===== src/rtl/piso_ctrl_pkg.sv =====
// Shared types and constants for the nibble serializer and its arbiter.
package piso_ctrl_pkg;

   typedef enum logic [1:0] {
      IDLE  = 2'd0,
      START = 2'd1,
      DATA  = 2'd2,
      STOP  = 2'd3
   } state_e;

   localparam int unsigned DATA_BITS = 4;
   localparam logic        START_LVL = 1'b0;
   localparam logic        STOP_LVL  = 1'b1;

endpackage


===== src/rtl/piso_tx_arbiter_if.sv =====
// Requester handshakes plus serial-line status for piso_tx_arbiter.
interface piso_tx_arbiter_if;
   import piso_ctrl_pkg::*;

   logic                 req0_valid;
   logic [DATA_BITS-1:0] req0_data;
   logic                 req0_ready;
   logic                 req1_valid;
   logic [DATA_BITS-1:0] req1_data;
   logic                 req1_ready;
   logic                 ser_out;
   logic                 busy;
   logic                 frame_src;
   logic                 frame_done;

   // Requester / observer side.
   modport master (
      output req0_valid, req0_data, req1_valid, req1_data,
      input  req0_ready, req1_ready, ser_out, busy, frame_src, frame_done
   );

   // Serializer side.
   modport slave (
      input  req0_valid, req0_data, req1_valid, req1_data,
      output req0_ready, req1_ready, ser_out, busy, frame_src, frame_done
   );

endinterface


===== src/rtl/piso_shift4.sv =====
// Nibble shift register: parallel load, shift left towards the MSB tap.
module piso_shift4
   import piso_ctrl_pkg::*;
(
   input  logic                 clk,
   input  logic                 rst_n,
   input  logic                 load,
   input  logic                 shift_en,
   input  logic [DATA_BITS-1:0] data_in,
   output logic                 msb_out
);

   logic [DATA_BITS-1:0] sr_q;

   // Load has priority over shift; zeros fill from the LSB.
   always_ff @(posedge clk) begin
      if (!rst_n) begin
         sr_q <= '0;
      end else if (load) begin
         sr_q <= data_in;
      end else if (shift_en) begin
         sr_q <= {sr_q[DATA_BITS-2:0], 1'b0};
      end
   end

   assign msb_out = sr_q[DATA_BITS-1];

endmodule


===== src/rtl/piso_tx_arbiter.sv =====
// Two-requester round-robin arbiter feeding a nibble serializer.
// Frame: start bit, 4 data bits MSB first, stop bit; each bit DIV cycles.
module piso_tx_arbiter
   import piso_ctrl_pkg::*;
#(
   parameter int unsigned DIV = 1
) (
   input logic               clk,
   input logic               rst_n,
   piso_tx_arbiter_if.slave  bus
);

   localparam logic [7:0] DIV_M1  = 8'(DIV - 1);
   localparam logic [1:0] LAST_BIT = 2'(DATA_BITS - 1);

   state_e     state_q, state_d;
   logic [7:0] div_q, div_d;
   logic [1:0] bit_q, bit_d;
   logic       ser_q, ser_d;
   logic       busy_q;
   logic       done_q, done_d;
   logic       src_q, src_d;
   logic       ptr_q, ptr_d;
   logic       ready0, ready1, fire, win1;
   logic       bit_end, load, shift_en, msb;

   // Round-robin grant; ready only in IDLE and out of reset.
   always_comb begin
      ready0 = rst_n && (state_q == IDLE) && bus.req0_valid &&
               (!bus.req1_valid || !ptr_q);
      ready1 = rst_n && (state_q == IDLE) && bus.req1_valid &&
               (!bus.req0_valid || ptr_q);
      fire   = ready0 || ready1;
      win1   = ready1;
   end

   assign bit_end = (div_q == DIV_M1);

   // Next-state for FSM, counters, line level and shifter controls.
   always_comb begin
      state_d  = state_q;
      div_d    = div_q;
      bit_d    = bit_q;
      ser_d    = ser_q;
      src_d    = src_q;
      ptr_d    = ptr_q;
      load     = 1'b0;
      shift_en = 1'b0;
      case (state_q)
         IDLE: begin
            if (fire) begin
               state_d = START;
               div_d   = '0;
               ser_d   = START_LVL;
               load    = 1'b1;
               src_d   = win1;
               ptr_d   = ~win1;
            end
         end
         default: begin
            if (!bit_end) begin
               div_d = div_q + 8'd1;
            end else begin
               div_d = '0;
               case (state_q)
                  START: begin
                     state_d  = DATA;
                     bit_d    = '0;
                     ser_d    = msb;
                     shift_en = 1'b1;
                  end
                  DATA: begin
                     if (bit_q == LAST_BIT) begin
                        state_d = STOP;
                        bit_d   = '0;
                        ser_d   = STOP_LVL;
                     end else begin
                        bit_d    = bit_q + 2'd1;
                        ser_d    = msb;
                        shift_en = 1'b1;
                     end
                  end
                  default: begin
                     state_d = IDLE;
                     ser_d   = STOP_LVL;
                  end
               endcase
            end
         end
      endcase
      // Pulse lands on the final STOP cycle, whatever DIV is.
      done_d = (state_d == STOP) && (div_d == DIV_M1);
   end

   // State registers with synchronous active-low reset.
   always_ff @(posedge clk) begin
      if (!rst_n) begin
         state_q <= IDLE;
         div_q   <= '0;
         bit_q   <= '0;
         ser_q   <= STOP_LVL;
         busy_q  <= 1'b0;
         done_q  <= 1'b0;
         src_q   <= 1'b0;
         ptr_q   <= 1'b0;
      end else begin
         state_q <= state_d;
         div_q   <= div_d;
         bit_q   <= bit_d;
         ser_q   <= ser_d;
         busy_q  <= (state_d != IDLE);
         done_q  <= done_d;
         src_q   <= src_d;
         ptr_q   <= ptr_d;
      end
   end

   piso_shift4 u_shift (
      .clk      (clk),
      .rst_n    (rst_n),
      .load     (load),
      .shift_en (shift_en),
      .data_in  (win1 ? bus.req1_data : bus.req0_data),
      .msb_out  (msb)
   );

   assign bus.req0_ready = ready0;
   assign bus.req1_ready = ready1;
   assign bus.ser_out    = ser_q;
   assign bus.busy       = busy_q;
   assign bus.frame_src  = src_q;
   assign bus.frame_done = done_q;

endmodule

===== src/flat_wrapper.sv =====
// flat-port wrapper written by rule: the top's interface ports become plain ports
module piso_tx_arbiter_flat import piso_ctrl_pkg::*;
#(
   parameter int unsigned DIV = 1
)
  (clk, rst_n, bus_req0_valid, bus_req0_data, bus_req1_valid, bus_req1_data, bus_req0_ready, bus_req1_ready, bus_ser_out, bus_busy, bus_frame_src, bus_frame_done);
  piso_tx_arbiter_if bus_i ();
  input logic clk;
  input logic rst_n;
  input wire logic [$bits(bus_i.req0_valid)-1:0] bus_req0_valid;
  input wire logic [$bits(bus_i.req0_data)-1:0] bus_req0_data;
  input wire logic [$bits(bus_i.req1_valid)-1:0] bus_req1_valid;
  input wire logic [$bits(bus_i.req1_data)-1:0] bus_req1_data;
  output wire logic [$bits(bus_i.req0_ready)-1:0] bus_req0_ready;
  output wire logic [$bits(bus_i.req1_ready)-1:0] bus_req1_ready;
  output wire logic [$bits(bus_i.ser_out)-1:0] bus_ser_out;
  output wire logic [$bits(bus_i.busy)-1:0] bus_busy;
  output wire logic [$bits(bus_i.frame_src)-1:0] bus_frame_src;
  output wire logic [$bits(bus_i.frame_done)-1:0] bus_frame_done;
  assign bus_i.req0_valid = bus_req0_valid;
  assign bus_i.req0_data = bus_req0_data;
  assign bus_i.req1_valid = bus_req1_valid;
  assign bus_i.req1_data = bus_req1_data;
  assign bus_req0_ready = bus_i.req0_ready;
  assign bus_req1_ready = bus_i.req1_ready;
  assign bus_ser_out = bus_i.ser_out;
  assign bus_busy = bus_i.busy;
  assign bus_frame_src = bus_i.frame_src;
  assign bus_frame_done = bus_i.frame_done;
  piso_tx_arbiter #(.DIV(DIV)) u_core (.clk(clk), .rst_n(rst_n), .bus(bus_i));
endmodule

===== config.mk =====
export PLATFORM = sky130hd
export DESIGN_NAME = piso_tx_arbiter_flat
export DESIGN_NICKNAME = d
export VERILOG_FILES = /design/src/rtl/piso_ctrl_pkg.sv /design/src/rtl/piso_tx_arbiter_if.sv /design/src/rtl/piso_shift4.sv /design/src/rtl/piso_tx_arbiter.sv /design/src/flat_wrapper.sv
export SDC_FILE = /design/constraint.sdc
export NUM_CORES = 1
export LEC_CHECK = 0
export CELL_PAD_IN_SITES_DETAIL_PLACEMENT = 2
export CELL_PAD_IN_SITES_GLOBAL_PLACEMENT = 2
export CORE_MARGIN = 2
export CORE_UTILIZATION = 34
export DETAILED_ROUTE_END_ITERATION = 10
export MAX_ROUTING_LAYER = met4
export PLACE_DENSITY = 0.94
export REMOVE_ABC_BUFFERS = 1
export SLEW_MARGIN = 20
export SYNTH_ARGS = -nofsm -noshare
export SYNTH_HDL_FRONTEND = slang
export SYNTH_SLANG_ARGS = --single-unit

===== constraint.sdc =====
create_clock -name clk -period 3.1 [get_ports clk]
set_input_delay 0.62 -clock clk [delete_from_list [all_inputs] [get_ports clk]]
set_output_delay 0.62 -clock clk [all_outputs]
set_load 0.005 [all_outputs]

==> results.yml <==
synthesis:
  yosys-top-cells-area: "dfxtp_1 34%, ha_1 6.1%, a21oi_1 5.7%, nor2_1 5.2%, nand2_1 4.0%"
  yosysUniqueCellTypes: 46
  yosys_warnings: 0
  synth_area_leader_cell: "dfxtp_1"
  synth-edff-count: 0
  syn_area_um2: 1230
  yosys.area.top_type_share_pct: 34.1
  yosysMostFrequentCell: "dfxtp_1"
  synth_commonest_cells: "21 x dfxtp_1, 17 x nor2_1, 14 x a21oi_1"
  postSynthCellCount: 149
  synth-async-reset-ratio_pct: 0
  ys_ff_latch: 21
  ys.flop_type: "dfxtp_1"
  avgSynthCellArea_um2: 8.28
  synth_seq_area_share_pct: 34.1
clock_network:
  cts_setup_buffers: 0
  cts_tree: "built"
  cts-buffers-inserted: 3
  ctsLongestPathBuffers: 2
  post_cts_resized: 0
  cts_num_sinks: 21
  ctsHoldBuffers: 0
  htree_levels: 1
  cts_root_buf: "clkbuf_4"
  clk_latency_ns: 0.32
  path_clk_slew_ns: 0.12
final_layout:
  final_layout_size_suffix_gt1_share_pct: 8.33
  multi_input_area_um2: 752
  area_growth_pct: 20.5
  fillers: 385
  diodes: 0
  final_core_util_pct: 43.5
  nets: 187
  seq_area_um2: 420
setup_path:
  required_ns: 2.48
  cp-start-kind: "input port"
  cp_num_buf_inv: 2
  cp_top_family: "buffers and inverters"
  cp_common_cell: "clkdlybuf4s50_1"
  crit_chain: "clkdlybuf4s50_1 -> nand3_1 -> a21oi_1 -> clkdlybuf4s50_1"
  critPathArrivalTime_ns: 2.11
  timing.rr.start: "u_core.div_q[0]$_SDFF_PN0_"
  path_depth: 4
  crit_slowest_cell: "clkdlybuf4s50_1"
  end_kind: "primary output"
  reg2reg_slack_ns: 0.59
  cpPeakStageDelay_ns: 0.60
  cp_max_fo: 8
  timing.rr.end: "u_core.u_shift.sr_q[2]$_SDFFE_PN0P_"
  worst-r2r-cell-count: 7
  startpoint: "rst_n"
  crit_end: "bus_req1_ready"
  crit_type: "input port to primary output"
placement:
  portBuffers: 17
  hpwl_um: 3310
  gp_congestion: 0.829
min_path:
  hp-class: "flip-flop to flip-flop"
timing:
  hold_viol: 0
  period_share_pct: 88.1
  timing.slew.headroom_pct: 53.1
  fmax_mhz: 366
  grt_setup_unrepaired: "false"
  fin_tns_setup_ns: 0
  tightest_slew_ns: 0.693
  finalMaxSlewViolations: 0
  setup_viol: 0
  skew_ns: 0.00459
  fin_crit_ns: 2.73
floorplan:
  rows: 21
  start_util_pct: 36.1
  fp.dieH_um: 64.2
  die_w_um: 64.2
  core_um2: 3420
  die_area_um2: 4130
  io_pins: 18
route:
  antenna_left: 0
  vias_per_cell: 5.98
  wl_per_cell_um: 20.2
  first_pass_iters: 5
  drtIter0Drc: 48
  via_count: 1280
  drcViolationCount: 0
  postRouteWirelength_um: 4330
power_and_ir_drop:
  power.leakage_nw: 0.548
  ir_drop_mv: 0.326
  powerDensity_nw_per_um2: 606
  p_total_w: 0.000901
global_route:
  grt_pass1_vias: 1436
  grt_pass1_wl_um: 7210
  overflow: 0
  grt_max_degree: 22
  antenna_found_initial: 0
  track_usage_pct: 23.6
run:
  cap_viol_max_count: 0
outcome:
  status: "complete, no violations"
==> through the flow <==
step	instance area (um2)	setup slack, ns	std cells	hold WS (ns)
finish	1490	0.370	214	0.496
global route	1490	0.282	214	0.515
CTS	1490	0.355	214	0.505
detailed placement	1460	0.367	210	0.487
global placement	1460	0.462	210	0.446
floorplan	1200	1.09	143	0.436
==> registers in the layout (all words and copies together), names as in the netlist <==
signal	cells
u_core.u_shift.sr_q	4
u_core.bit_q	2
u_core.bus.busy	1
u_core.state_q	2
u_core.ptr_q	1
u_core.bus.frame_src	1
u_core.div_q	8
u_core.bus.ser_out	1
u_core.bus.frame_done	1
==> worst min path at each step <==
stage | start | end | slack (ns) | cells after the start
floorplan | u_core.bit_q[1]$_SDFFE_PN0P_ | u_core.bit_q[1]$_SDFFE_PN0P_ | 0.44 | 2
global placement | u_core.bit_q[1]$_SDFFE_PN0P_ | u_core.bit_q[1]$_SDFFE_PN0P_ | 0.45 | 2
detailed placement | u_core.bit_q[0]$_SDFFE_PN0P_ | u_core.bit_q[0]$_SDFFE_PN0P_ | 0.49 | 2
CTS | u_core.bit_q[0]$_SDFFE_PN0P_ | u_core.bit_q[0]$_SDFFE_PN0P_ | 0.50 | 2
global route | u_core.bit_q[1]$_SDFFE_PN0P_ | u_core.bit_q[1]$_SDFFE_PN0P_ | 0.52 | 2
finish | u_core.bit_q[0]$_SDFFE_PN0P_ | u_core.bit_q[0]$_SDFFE_PN0P_ | 0.50 | 2
==> cell usage in the layout, fill, tap and decap left out, drive strengths merged, types with 3 or more instances in the layout <==
cell type	count
nor2	17
dfxtp	21
inv	8
a211oi	3
nor2b	3
o21ai	8
o211ai	4
nand3	7
a222oi	3
buf	4
clkdlybuf4s50	17
clkbuf	4
nand2	13
ha	6
nand4	3
a21oi	14
==> tightest hold or removal path, stage by stage, from the launching register on <==
cell,delay (ns)
dfxtp_1,0.34
nand2_1,0.06
a21oi_1,0.05
==> layer usage <==
layer | routed length, um | vias up | share of wire [%] | track usage (%)
met1 | 1710 | 625 | 39 | 26.0
met4 | 146 | 0 | 3.4 | 11.7
met5 | 0 | - | 0 | -
li1 | - | 596 | - | -
met3 | 172 | 15 | 4.0 | 4.05
met2 | 2300 | 44 | 53 | 41.0
==> cells by family after synthesis <==
family	after synthesis	synth area share (%)
buffers and inverters	14	4.97
adders and majority gates	6	6.09
and+or+nand+nor	60	25.9
AOI/OAI and AO/OA	46	27.4
DFF	21	34.1
muxes	2	1.62
==> power breakdown <==
part	leakage (nW)	switching (W)	internal, W	total [W]
clock network	0.0150	0.0000933	0.0000504	0.000144
registers	0.171	0.0000272	0.000314	0.000341
logic	0.362	0.000245	0.000171	0.000416
total	0.548	0.000365	0.000536	0.000901
==> area by class of cell <==
cell class                      instances  share of cell area [%]
Timing Repair Buffer                   21                    13.5
Clock buffer                            4                    1.77
Multi-Input combinational cell        114                    50.6
Tap cell                               46                    3.87
Sequential cell                        21                    28.3
Inverter                                8                    2.02
Power figures use the tool's default switching activity.
